==> config.mk <==
export PLATFORM = sky130hd
export DESIGN_NAME = rom_16x8
export DESIGN_NICKNAME = d
export VERILOG_FILES = /design/src/rtl/rom_pkg.sv /design/src/rtl/rom_16x8.sv
export SDC_FILE = /design/constraint.sdc
export NUM_CORES = 1
export LEC_CHECK = 0
export BUFFER_PORTS_ARGS = -buffer_cell sky130_fd_sc_hd__clkbuf_2
export CORE_AREA = 4 4 41 43
export DETAILED_ROUTE_END_ITERATION = 10
export DIE_AREA = 0 0 45 47
export RECOVER_POWER = 100
export SLEW_MARGIN = 20
export SYNTH_ARGS = -nofsm -noshare
export SYNTH_HDL_FRONTEND = slang
export SYNTH_SLANG_ARGS = --single-unit
==> constraint.sdc <==
create_clock -name clk -period 1.77 [get_ports clk]
set_input_delay 0.531 -clock clk [delete_from_list [all_inputs] [get_ports clk]]
set_output_delay 0.531 -clock clk [all_outputs]
set_load 0.01 [all_outputs]
==> src/rtl/rom_pkg.sv <==
// Shared types and the fixed 16x8 content image for rom_16x8.
// Each word holds its own index in the high nibble and the index's complement in the low nibble.
package rom_pkg;

    localparam int ADDR_W = 4;
    localparam int DATA_W = 8;

    typedef logic [ADDR_W-1:0] rom_addr_t;
    typedef logic [DATA_W-1:0] rom_data_t;

    function automatic rom_data_t rom_word(input rom_addr_t a);
        rom_data_t w;
        case (a)
            4'h0:    w = 8'h0F;
            4'h1:    w = 8'h1E;
            4'h2:    w = 8'h2D;
            4'h3:    w = 8'h3C;
            4'h4:    w = 8'h4B;
            4'h5:    w = 8'h5A;
            4'h6:    w = 8'h69;
            4'h7:    w = 8'h78;
            4'h8:    w = 8'h87;
            4'h9:    w = 8'h96;
            4'hA:    w = 8'hA5;
            4'hB:    w = 8'hB4;
            4'hC:    w = 8'hC3;
            4'hD:    w = 8'hD2;
            4'hE:    w = 8'hE1;
            default: w = 8'hF0;
        endcase
        return w;
    endfunction

endpackage

==> src/rtl/rom_16x8.sv <==
// Synchronous-read 16x8 constant ROM; one-cycle read latency, output registered and held while idle.
// No flow control: a read is accepted on every enabled edge.
module rom_16x8 #(
    parameter int          ADDR_W  = 4,
    parameter int          DATA_W  = 8,
    parameter logic [7:0]  RST_VAL = 8'h00
) (
    input  logic              clk,
    input  logic              rst,
    input  logic              enable,
    input  logic [ADDR_W-1:0] addr,
    output logic [DATA_W-1:0] outdata
);
    import rom_pkg::*;

    if (ADDR_W != rom_pkg::ADDR_W) begin : g_bad_addr_w
        $error("rom_16x8: only ADDR_W=4 is supported");
    end
    if (DATA_W != rom_pkg::DATA_W) begin : g_bad_data_w
        $error("rom_16x8: only DATA_W=8 is supported");
    end

    rom_data_t w_rd_dat;
    rom_data_t r_outdata;

    assign w_rd_dat = rom_word(rom_addr_t'(addr));

    // Reset wins over a read on the same edge; a disabled edge holds the last word.
    always_ff @(posedge clk or posedge rst) begin
        if (rst) begin
            r_outdata <= RST_VAL;
        end else if (enable) begin
            r_outdata <= w_rd_dat;
        end
    end

    assign outdata = r_outdata;

endmodule

* Word level (Yosys, flattened, before mapping)
Memories as Yosys holds them, arrays and structs flattened. A register that Yosys moved wholly into a read port is not among the register bits.
Index checks and enable logic that the tools add are counted.
W data, S select, Z words.
** Word-level totals
- Bits of input ports :: 7
- Memories :: 1
- Register bits after elaboration :: 0
- Word-level logic and storage cells :: 1
- Memory bits (read-only) :: 128
- Output and inout port bits :: 8
** Memories
- (no name shown) :: depth 16, bits a word 8, rd ports 1, clocked after Yosys merged registers in 1, write ports 0, RTL line rom_pkg.sv:13 : case (a)

* Logic depth before layout (Yosys ltp)
- Depth in word-level cells :: 0
- Mapped depth :: 3

* Least setup slack after synthesis
No wires, ideal clock.
- Path kind :: input to register
- From :: input port enable
- To :: register r_outdata[4], in the netlist outdata[4]
- Slack :: 701 ps
- Path buffers :: 1
- Arrival :: 944 ps
- Cell stages on the path :: 2
- Cell sequence :: buf_6 mux2_4
** RTL lines
- from (decl) :: RTL line rom_16x8.sv:10 : input logic enable,
- to (decl) :: RTL line rom_16x8.sv:24 : rom_data_t r_outdata;
No word-level cell between the ends.

* Worst setup path after layout
- From :: register r_outdata[3], in the netlist outdata[3]
- To :: output port outdata[3]
** RTL lines
- to (decl) :: RTL line rom_16x8.sv:12 : output logic [DATA_W-1:0] outdata
No word-level cell between the ends.

==> impl_metrics.ini <==
[logic_synthesis]
synth-simple-area-share_pct = 2.34
yosysSeqAreaShare_pct = 62.5
synth_fa_ha_area_share_pct = 0
ys_types = 7
synth_xor_area_share_pct = 0
synth_seq_cells = 8
synth_area_per_cell_um2 = 14.6
synth_compound_area_share_pct = 3.13
post_synth_inst_count = 22
synth_top_family_by_area = multiplexers
mappedNetlistArea_um2 = 320
synth.area.mux_share_pct = 25.0
yosys_warnings = 0
synth_nets = 29

[hold_path]
min_path_type = input port to asynchronous set/reset pin

[timing]
timing.fmax_mhz = 774
tightest_slew_ns = 0.493
rsz0062_at_grt = no
hold-worst-slack_ns = 0.200
hold_violations = 0
max_slew_margin_pct = 67.1
period_share_pct = 73.0
maxSlewViolCount = 0
final.min_clock_period_ns = 1.29
clock-skew-final_ns = 0
setup_tns_ns = 0
finalSetupViolations = 0

[floorplan]
die_x_um = 45
num_rows = 13
die-area_mm2 = 0.00212
io_pins = 15
die_h_um = 47
start_util_pct = 24.6
core-area_mm2 = 0.00130

[cells_and_area]
area_growth_pct = 23.0
num_antenna_cells = 0
stdcell_area_um2 = 394
final_common_cell = clkbuf_1
n_fill_cell = 153
regArea_um2 = 200
drive_gt1_share_pct = 21.1
utilization_pct = 30.3
final_net_count = 47
largest_reg_flops = 8
multiInputGateArea_um2 = 82.6
layout_common_cells = clkbuf_1, dfrtp_1, clkbuf_2

[cts]
cts_buffers = 3
cts_tree = done
clock-sinks = 8
h-tree-depth = 1
post_cts_resized = 0
clk_pin_slew_ns = 0.05
clkLatencyLatePin_ns = 0.25
cts_max_path_buffers = 2
post_cts_buffers = 0
root_buffer = clkbuf_4
cts_hold_buf = 0

[pwr]
power_frac_clock_pct = 34.0
totalPowerFinal_uw = 399
p_comb_share_pct = 13.4
power_density_mw_per_mm2 = 1010
swShare_pct = 24.7
p_seq_share_pct = 52.6
ir_drop_mv = 0.409
p_int_uw = 300
leakagePower_uw = 0.000188
p_sw_uw = 98.6

[worst_setup_path]
critPathBufInv = 1
path_cells = clkbuf_1
crit_family = flip-flops
worstPathMaxFanout = 2
critPathKind = flip-flop to primary output
cp_slowest_cell = dfrtp_1
required_ns = 1.24
end_kind = primary output
slowest_delay_ns = 0.38
cp.arrival_ns = 0.76
start_kind = flip-flop

[placement]
io_buffer_count = 14
place_hpwl_um = 462
placed_area_um2 = 398
routabilityCongestion = 0.588

[detailed_routing]
vias = 218
first_pass_iters = 2
wirelength_um = 597
viasPerCell = 4.11
drc = 0
wl_per_cell_um = 11.3
ant_nets = 0
drt_iter0_markers = 1

[grt]
overflow = 0
track_usage_pct = 7.01
grt_start_max_net_pins = 11
antenna_found_initial = 0
grt_pass1_wl_um = 938
grt_pass1_vias = 215

[run]
max-cap-violations = 0

[status]
status = finished clean
## area by class of cell
cell class	count	share of cell area (%)
inverters	3	2.86
repair buffers	14	14.9
well taps	15	4.76
clock buffers	3	5.71
flip-flops and latches	8	50.8
multi-input cells	10	21.0
## cells by family after synthesis
family / Yosys count
muxes: 6
AOI/OAI and AO/OA: 2
DFF: 8
and+or+nand+nor: 2
buffers and inverters: 4
## power by group through the flow
stage | Clock, µW | Sequential, µW | Combinational, µW
finish | 136 | 210 | 53.4
global route | 153 | 213 | 59.6
CTS | 144 | 211 | 68.6
detailed placement | 0 | 213 | 68.5
global placement | 0 | 215 | 66.8
floorplan | 0 | 222 | 31.5
## metrics by stage
stage	worst slack [ns]	instances
2_1_floorplan	0.701	22
3_3_place_gp	0.547	50
3_5_place_dp	0.531	50
4_1_cts	0.465	53
5_1_grt	0.428	53
6_report	0.478	53
## routing by layer
metal	GRT usage, %	part of all wire (%)	routed length [µm]	up-vias
met5	0	0	0	-
li1	-	-	-	104
met4	7.02	2.5	15	0
met1	7.46	43	259	96
met3	4.60	18	106	2
met2	9.04	36	215	16
## final timing paths
check | from | to | slack [ns] | cells past startpoint
max | outdata[3]$_DFFE_PP0P_ | outdata[3] | 0.48 | 1
min | rst | outdata[5]$_DFFE_PP0P_ | 0.20 | 2
max reg2reg | outdata[6]$_DFFE_PP0P_ | outdata[6]$_DFFE_PP0P_ | 0.99 | 1
min reg2reg | outdata[4]$_DFFE_PP0P_ | outdata[4]$_DFFE_PP0P_ | 0.49 | 1
max in group asynchronous | rst | outdata[3]$_DFFE_PP0P_ | 1.34 | 2
min in group clk | addr[2] | outdata[2]$_DFFE_PP0P_ | 0.46 | 2
## synth_stat cells
library cell  n  share of area, %
mux2_4        4                19
a21oi_1       2               3.1
inv_1         3               3.5
dfrtp_1       8                62
mux2i_1       2               6.3
buf_6         1               3.5
nor2_1        2               2.3
Power figures use the tool's default switching activity.
